==> src/rtl/playlist_sequencer.sv <==
// Playlist scheduler above PlayerCtrl: picks the song, handles end-of-song policy and the muted inter-track gap.
// Optional shuffle advance is compiled in with `define SHUFFLE_EN.
module playlist_sequencer #(
   parameter int         NUM_SONGS  = 4,
   parameter int         SEL_W      = 2,
   parameter int         GAP_CYCLES = 4,
   parameter logic [7:0] LFSR_SEED  = 8'hA5
) (
   input  logic             clk,
   input  logic             reset,
   input  logic             start,
   input  logic             stop,
   input  logic             next_req,
   input  logic             prev_req,
   input  logic [1:0]       mode,
   input  logic             song_finished,
   output logic [SEL_W-1:0] song_sel,
   output logic             player_repeat,
   output logic             gap_mute,
   output logic             active,
   output logic [7:0]       track_count
);

   typedef enum logic [1:0] {IDLE = 2'd0, PLAY = 2'd1, GAP = 2'd2} state_t;

   localparam logic [SEL_W-1:0] SEL_LAST = SEL_W'(NUM_SONGS - 1);
   localparam logic [15:0]      GAP_LAST = 16'(GAP_CYCLES - 1);

   state_t           state_q, state_d;
   logic [SEL_W-1:0] sel_q, sel_d;
   logic [15:0]      gap_q, gap_d;
   logic [7:0]       trk_q, trk_d;
   logic             fin_q;

   logic             fin_rise;
   logic             both_req;
   logic             step_fwd;
   logic             step_back;
   logic [SEL_W-1:0] skip_sel;
   logic [SEL_W-1:0] adv_sel;

   function automatic logic [7:0] sat_inc8(input logic [7:0] v);
      return (v == 8'hFF) ? v : v + 8'd1;
   endfunction

   function automatic logic [SEL_W-1:0] wrap_inc(input logic [SEL_W-1:0] s);
      return (s == SEL_LAST) ? '0 : s + SEL_W'(1);
   endfunction

   function automatic logic [SEL_W-1:0] wrap_dec(input logic [SEL_W-1:0] s);
      return (s == '0) ? SEL_LAST : s - SEL_W'(1);
   endfunction

   assign fin_rise  = song_finished & ~fin_q;
   assign both_req  = next_req & prev_req;
   assign step_fwd  = next_req & ~prev_req;
   assign step_back = prev_req & ~next_req;
   assign skip_sel  = step_fwd ? wrap_inc(sel_q) : wrap_dec(sel_q);

`ifdef SHUFFLE_EN
   logic [7:0]       lfsr_q;
   logic [SEL_W-1:0] cand;

   always_ff @(posedge clk) begin
      if (reset) lfsr_q <= LFSR_SEED;
      else       lfsr_q <= {lfsr_q[6:0], lfsr_q[7] ^ lfsr_q[5] ^ lfsr_q[4] ^ lfsr_q[3]};
   end

   // Compare one bit wider so NUM_SONGS == 2**SEL_W is handled correctly.
   always_comb begin
      cand = lfsr_q[SEL_W-1:0];
      if ({1'b0, cand} >= (SEL_W+1)'(NUM_SONGS)) cand = cand - SEL_W'(NUM_SONGS);
      if (cand == sel_q) cand = wrap_inc(sel_q);
      adv_sel = (mode == 2'b00) ? wrap_inc(sel_q) : cand;
   end
`else
   logic unused_seed;
   assign unused_seed = ^LFSR_SEED;
   assign adv_sel     = wrap_inc(sel_q);
`endif

   always_ff @(posedge clk) begin
      if (reset) begin
         state_q <= IDLE;
         sel_q   <= '0;
         gap_q   <= '0;
         trk_q   <= '0;
         fin_q   <= 1'b0;
      end else begin
         state_q <= state_d;
         sel_q   <= sel_d;
         gap_q   <= gap_d;
         trk_q   <= trk_d;
         fin_q   <= song_finished;
      end
   end

   always_comb begin
      state_d = state_q;
      sel_d   = sel_q;
      gap_d   = gap_q;
      trk_d   = trk_q;
      case (state_q)
         IDLE: begin
            if (!stop && !both_req) begin
               if (step_fwd || step_back) sel_d = skip_sel;
               else if (start)            state_d = PLAY;
            end
         end
         PLAY: begin
            if (stop) begin
               state_d = IDLE;
            end else if (!both_req) begin
               if (step_fwd || step_back) begin
                  sel_d   = skip_sel;
                  state_d = GAP;
                  gap_d   = '0;
               end else if (fin_rise) begin
                  trk_d = sat_inc8(trk_q);
                  if (mode == 2'b10) begin
                     state_d = PLAY;
                  end else if (mode == 2'b00 && sel_q == SEL_LAST) begin
                     sel_d   = '0;
                     state_d = IDLE;
                  end else begin
                     sel_d   = adv_sel;
                     state_d = GAP;
                     gap_d   = '0;
                  end
               end
            end
         end
         GAP: begin
            // Simultaneous next+prev is ignored, so the gap keeps counting.
            if (stop) begin
               state_d = IDLE;
            end else if (step_fwd || step_back) begin
               sel_d = skip_sel;
               gap_d = '0;
            end else if (gap_q == GAP_LAST) begin
               state_d = PLAY;
            end else begin
               gap_d = gap_q + 16'd1;
            end
         end
         default: state_d = IDLE;
      endcase
   end

   assign song_sel      = sel_q;
   assign track_count   = trk_q;
   assign active        = (state_q != IDLE);
   assign gap_mute      = (state_q != PLAY);
   assign player_repeat = (state_q == PLAY) && (mode == 2'b10);

endmodule

==> config.mk <==
export PLATFORM = sky130hd
export DESIGN_NAME = playlist_sequencer
export DESIGN_NICKNAME = d
export VERILOG_FILES = /design/src/rtl/playlist_sequencer.sv
export SDC_FILE = /design/constraint.sdc
export NUM_CORES = 1
export LEC_CHECK = 0
export BUFFER_PORTS_ARGS = -buffer_cell sky130_fd_sc_hd__buf_4
export CORE_MARGIN = 5
export CORE_UTILIZATION = 45
export DETAILED_ROUTE_END_ITERATION = 16
export SLEW_MARGIN = 10
export SYNTH_ARGS = -nofsm -noshare
export SYNTH_HDL_FRONTEND = slang
export SYNTH_SLANG_ARGS = --single-unit
==> constraint.sdc <==
create_clock -name clk -period 2.05 [get_ports clk]
set_input_delay 0.1025 -clock clk [delete_from_list [all_inputs] [get_ports clk]]
set_output_delay 0.1025 -clock clk [all_outputs]
set_load 0.01 [all_outputs]
==> results.md, run 1 <==
* Worst clock skew at 0.00497 ns
* Total Routing Usage GR at about 18%
* Max VDD drop at between 0.5 and 0.6 mV
* Post-synth EDFFs at 0
* Drc violations at 0
* Worst endpoint required time at 2.20 ns
* Mapped Cells at roughly 220
* Most numerous cell in the Yosys netlist: dfxtp_1
* Post-synthesis compound-gate area fraction at a little under a fifth
* Worst Setup SP: state_q[0]$_SDFFE_PP0P_
* Post-synthesis xor/xnor area fraction at slightly below 3%
* Main combinational cell family by area after synthesis: simple AND/OR/NAND/NOR gates
* Clock sink count at 29
* Setup_tns at 0 ns
* Area Overhead vs Synth at 22.5%
* CP arrival at approximately 2 ns
* Cts bufs inserted at 5
* Total number of vias at 1778
* WHS at between 0.02 and 0.025 ns
* Clk_lat worst skew at 0.27 ns
* Library cells used by synthesis at 53
* DIE HEIGHT at between 70 and 80 um
* Ys Warns at 0
* Sequential share of power at between 40 and 50%
* R2r setup slk at around 0.15 ns
* CP Class: flip-flop to flip-flop
* DRT Wirelength at about 4500 um
* Die Footprint at 5320 um^2
* Max Freq at around 530 MHz
* Pleak at roughly 0.91 nW
* Mapped Area at 1780 um^2
* First-pass GRT wire length at slightly below 8000 um
* Iter 0 DRT Violations at between 100 and 150
* Initial antenna violation count at 0
* Largest driver fanout on the critical path at 9
* Most frequent cells after synthesis: dfxtp_1 (29), nor2_1 (23), nand2_1 (20)
* Slew of the pin with the lowest slew margin at between 0.4 and 0.5 ns
* Final Cell Area at 2180 um^2
* Final Core Density at about three fifths
* Average size of a mapped cell at 8.22 um^2
* DRT antenna net count at 0
* FF+latch count, synth at 29
* Io pins at 22
* Async SR Flop Fraction at 0%
* Placer Congestion at ~0.9
* Sequential element share of the synthesized area at between 30 and 40%
* Final hold vios at 0
* Yosys top cell area share at between 30% and 40%
* Worst reg2reg startpoint: state_q[0]$_SDFFE_PP0P_
* Largest net degree at the start of global routing at 21
* Vias in the first global route at about 1800
* Fin nets at between 200 and 300
* Clk network pwr share at a little over two fifths
* Antenna diode count at 0
* Core area at approximately 3700 um^2
* Clock root buffer: clkbuf_8
* # port buffers at 21
* Crit start category: flip-flop
* GRT Residual Overflow at 0
* RSZ-0062 raised after global routing: false
* Vias/cell at 5.93
* Power density cells at between 500 and 600 nW/um^2
* Worst min path class: primary input to flip-flop
* Endpoints failing setup at 0
* Share of layout cells above drive strength 1 at between 20% and 30%
* Final slew viol count at 0
* Post-CTS Repair Setup Buffers at 0
* CTS H-tree lvls at 2
* Internal Pwr Total at 0.934 mW
* Simple-gate area share of the yosys netlist at ~39%
* Horiz. Die Dim at between 70 and 80 um
* Combinational fraction of design power at roughly 11%
* Area leader, netlist: dfxtp_1
* Pre-Repair DR Iteration Count at 4
* Worst-path clk slew at roughly 0.07 ns
* Switching power at between 0.3 and 0.4 mW
* Area post-placement at slightly above 2000 um^2
* Rows at 22
* DP HPWL at ~3400 um
* Post-synthesis mux area share at 0%
* Mapped Nets at around 230
* Max-cap viol count at 0
* Avg WL per Cell at roughly 15 um
* Status: completed
* Critical Path End: gap_q[10]$_SDFFE_PP0P_
* Synth Area in Adders at ~4.2%
* Switching part of the total at between 20% and 30%
* CP endpoint kind: flip-flop
* Top cells by area, synth: dfxtp_1 (33%), nor2_1 (4.8%), ha_1 (4.2%)
* Worst slew margin at between 60 and 70%
* Ys flop type: dfxtp_1
* Fin crit period at between 1.5 and 2 ns
* FF-to-FF path depth at 5
* Post-route clock period utilization at roughly 93%
* Longest Clk Path Bufs at 2
* CTS tree: done
* FF-to-FF End: gap_q[10]$_SDFFE_PP0P_
* Initial core utilization at a little under half
## metrics by stage
stage	power, mW	cells	setup slack (ns)
2_1_floorplan	0.676	217	0.314
3_3_place_gp	0.724	292	0.0825
3_5_place_dp	0.729	292	0.0613
4_1_cts	1.24	300	0.0656
5_1_grt	1.29	300	0.0229
6_report	1.24	300	0.146
## metal layers
layer	wire length [um]	global-route usage, %	part of all wire [%]
met5	0	0	0
met4	27	3.48	0.59
met3	176	3.58	3.9
met2	2240	31.0	49
met1	2100	23.0	46
## kinds of logic (layout without fill, tap and decap cells)
logic type               count (synthesis)  in the layout
AO/OA/AOI/OAI                           44             44
XOR/XNOR                                 6              6
flip-flops                              29             29
adder cells (fa/ha/maj)                  6              6
AND/OR/NAND/NOR                        120            120
buffers and inverters                   12             47
## how the worst min path moves through the flow
stage | slack (ns) | startpoint | cells past startpoint | endpoint
6_report | 0.02 | stop | 2 | state_q[0]$_SDFFE_PP0P_
3_3_place_gp | 0.31 | stop | 2 | state_q[0]$_SDFFE_PP0P_
5_1_grt | 0.02 | stop | 2 | state_q[0]$_SDFFE_PP0P_
4_1_cts | 0.02 | stop | 2 | state_q[0]$_SDFFE_PP0P_
3_5_place_dp | 0.31 | stop | 2 | state_q[0]$_SDFFE_PP0P_
2_1_floorplan | 0.18 | stop | 1 | state_q[0]$_SDFFE_PP0P_
## worst max-delay path, cell delays in order, from the launching register on
cell      delay [ns]
dfxtp_1         0.48
nand2b_1        0.21
a21boi_2        0.12
or3_1           0.53
o311ai_1        0.33
o21ai_1         0.11
## power groups by stage
| stage | combinational, mW | clock (mW) | sequential (mW) |
|---|---|---|---|
| global placement | 0.132 | 0 | 0.592 |
| floorplan | 0.0831 | 0 | 0.593 |
| CTS | 0.137 | 0.527 | 0.581 |
| global route | 0.152 | 0.554 | 0.582 |
| detailed placement | 0.136 | 0 | 0.593 |
| finish | 0.136 | 0.522 | 0.581 |
## layout by cell type, fill, tap and decap left out, drive strengths merged, types with 2 or more instances in the layout
master	Yosys	final
a211o	3	3
a211oi	3	3
a21bo	3	3
a21oi	6	6
a31oi	6	6
and2	2	2
and3	10	10
and4	4	4
and4b	2	2
buf	2	33
clkbuf	4	7
dfxtp	29	29
ha	6	6
inv	6	6
nand2	20	20
nand2b	4	4
nand3	12	12
nand4	5	5
nand4b	3	3
nor2	24	24
nor2b	4	4
nor3	11	11
nor3b	3	3
nor4	4	4
nor4b	2	2
o2111ai	2	2
o211ai	3	3
o21ai	6	6
o22ai	2	2
o311ai	3	3
or3	3	3
or4b	3	3
xnor2	3	3
xor2	3	3
## timing repair
action                                 4_1_cts  5_1_grt
hold buffers                                 0        0
endpoints found under the hold margin        0        0
setup endpoints to repair                    0       11
gates resized for setup                      0        4
## area by class of cell
class                      instances  area [um^2]
tap                               48         60.1
clock buffer                       7         96.3
fill                             367         1560
timing repair buffer              33          248
clock inverter                     1         5.00
sequential                        29          581
inverter                           6         22.5
multi-input combinational        176         1170
## state kept, by name, indices dropped and copies added (netlist names)
| name | flops |
|---|---|
| fin_q | 1 |
| gap_q | 16 |
| song_sel | 2 |
| state_q | 2 |
| track_count | 8 |
No activity file was read; power rests on OpenSTA's default activity.
==> run 2, diff against run 1 <==
- CORE_MARGIN: 5 -> 2
- PLACE_DENSITY: unset -> 0.76
==> results.md, run 2 (synthesized netlist as in run 1, its figures left out) <==
* Status: completed
* Antenna diode count at 0 (unchanged)
* Core area at 3740 um^2 (unchanged)
* WHS at 0.0163 ns (-0.00481 ns)
* DRT antenna net count at 0 (unchanged)
* Longest Clk Path Bufs at 2 (unchanged)
* Final Core Density at 57.3% (-1.1 points)
* Max Freq at 493 MHz (-6.1%)
* Area Overhead vs Synth at 20.3%
* DP HPWL at 3040 um (-11%)
* Pleak at 0.879 nW (-3.4%)
* Clk_lat worst skew at 0.29 ns (+0.02 ns)
* Final slew viol count at 0 (unchanged)
* Worst endpoint required time at 2.26 ns (+0.06 ns)
* Iter 0 DRT Violations at 117 (-7.9%)
* Crit start category: flip-flop
* R2r setup slk at 0.02 ns (-0.12 ns)
* Avg WL per Cell at 14.5 um (-4.5%)
* Horiz. Die Dim at 66.9 um (-8.2%)
* Clock sink count at 29 (unchanged)
* Power density cells at 551 nW/um^2 (-2.8%)
* Leading cell types in the layout, fill and taps excluded: dfxtp_1 (29), buf_4 (29), nor2_1 (23)
* Cts bufs inserted at 5 (unchanged)
* Cts-stage hold buffer count at 0 (unchanged)
* Post-route clock period utilization at 98.9% (+6.0 points)
* GRT Residual Overflow at 0 (unchanged)
* Vias/cell at 6.06 (+2.3%)
* First-pass GRT wire length at 6990 um (-10%)
* CP Class: flip-flop to flip-flop
* Share of layout cells above drive strength 1 at 20.2% (-2.1 points)
* Largest driver fanout on the critical path at 7 (-2)
* DIE HEIGHT at 66.9 um (-8.2%)
* Worst-path clk slew at 0.06 ns (about the same)
* Slew of the pin with the lowest slew margin at 0.501 ns (+0.0408 ns)
* CP arrival at 2.24 ns (+0.18 ns)
* Total Routing Usage GR at 20.7% (+2.8 points)
* Register name with the most flops: gap_q
* CP endpoint kind: flip-flop
* Worst min path class: primary input to flip-flop
* DRT Wirelength at 4280 um (-5.8%)
* # port buffers at 21 (unchanged)
* CTS H-tree lvls at 2 (unchanged)
* Die Footprint at 4480 um^2 (-16%)
* Max reg flops at 16 (unchanged)
* Drc violations at 0 (unchanged)
* Fin crit period at 2.03 ns (+0.124 ns)
* Vias in the first global route at 1500 (-14%)
* CTS tree: done
* Initial antenna violation count at 0 (unchanged)
* Final hold vios at 0 (unchanged)
* Area post-placement at 2030 um^2 (-1.8%)
* Clock root buffer: clkbuf_8
* Final Cell Area at 2140 um^2 (-1.8%)
* Placer Congestion at 0.850 (-4.0%)
* Largest net degree at the start of global routing at 21 (unchanged)
* Pre-Repair DR Iteration Count at 4 (unchanged)
* Endpoints failing setup at 0 (unchanged)
* Max-cap viol count at 0 (unchanged)
* Worst slew margin at 66.4% (-2.7 points)
* Fin nets at 262 (-1.5%)
* Total number of vias at 1794 (+0.90%)
* Max VDD drop at 0.341 mV (-41%)
* Rows at 22 (unchanged)
* Worst clock skew at 0.00308 ns (-0.00189 ns)
* Io pins at 22 (unchanged)
* Initial core utilization at 47.6% (unchanged)
run 2: cell type report:
class | instances | area [um^2]
inverters | 6 | 22.5
flip-flops and latches | 29 | 581
fillers | 368 | 1600
clock inverters | 3 | 17.5
clock buffers | 5 | 68.8
well taps | 48 | 60.1
multi-input cells | 176 | 1180
repair buffers | 29 | 218
run 2: final timing paths:
kind | end | start | cells past startpoint
min reg2reg | gap_q[1]$_SDFFE_PP0P_ | gap_q[1]$_SDFFE_PP0P_ | 2
max | gap_q[8]$_SDFFE_PP0P_ | gap_q[0]$_SDFFE_PP0P_ | 6
max reg2reg | gap_q[8]$_SDFFE_PP0P_ | gap_q[0]$_SDFFE_PP0P_ | 6
min | state_q[0]$_SDFFE_PP0P_ | stop | 2
run 2: power by group:
part	internal [mW]	switching, mW	total (mW)
sequential	0.571	0.00951	0.581
combinational	0.0583	0.0750	0.133
clock	0.233	0.234	0.468
run 2: critical path, cell delays in order (launching register included):
cell and delay (ns):
dfxtp_1 0.39, ha_1 0.19, nor4b_1 0.40, and4_4 0.36
o22a_1 0.29, nor3_1 0.09, a211oi_1 0.22
run 2: timing repair:
item / 4_1_cts / 5_1_grt
setup endpoints to repair: 0 / 13
buffers inserted: 0 / 1
gates resized for setup: 0 / 4
run 2: layer usage:
| layer | GRT usage (%) | part of all wire, % |
|---|---|---|
| met4 | 12.2 | 2.6 |
| met1 | 27.0 | 48 |
| met3 | 5.24 | 4.6 |
| met5 | 0 | 0 |
| met2 | 30.5 | 45 |
run 2: metrics by stage:
stage               worst slack [ns]  std cells   TNS, ns  total power, mW
floorplan                      0.314        217         0            0.676
global placement               0.110        287         0            0.721
detailed placement            0.0590        287         0            0.723
CTS                           0.0252        295         0             1.19
global route                -0.00378        296  -0.00378             1.23
finish                        0.0226        296         0             1.18
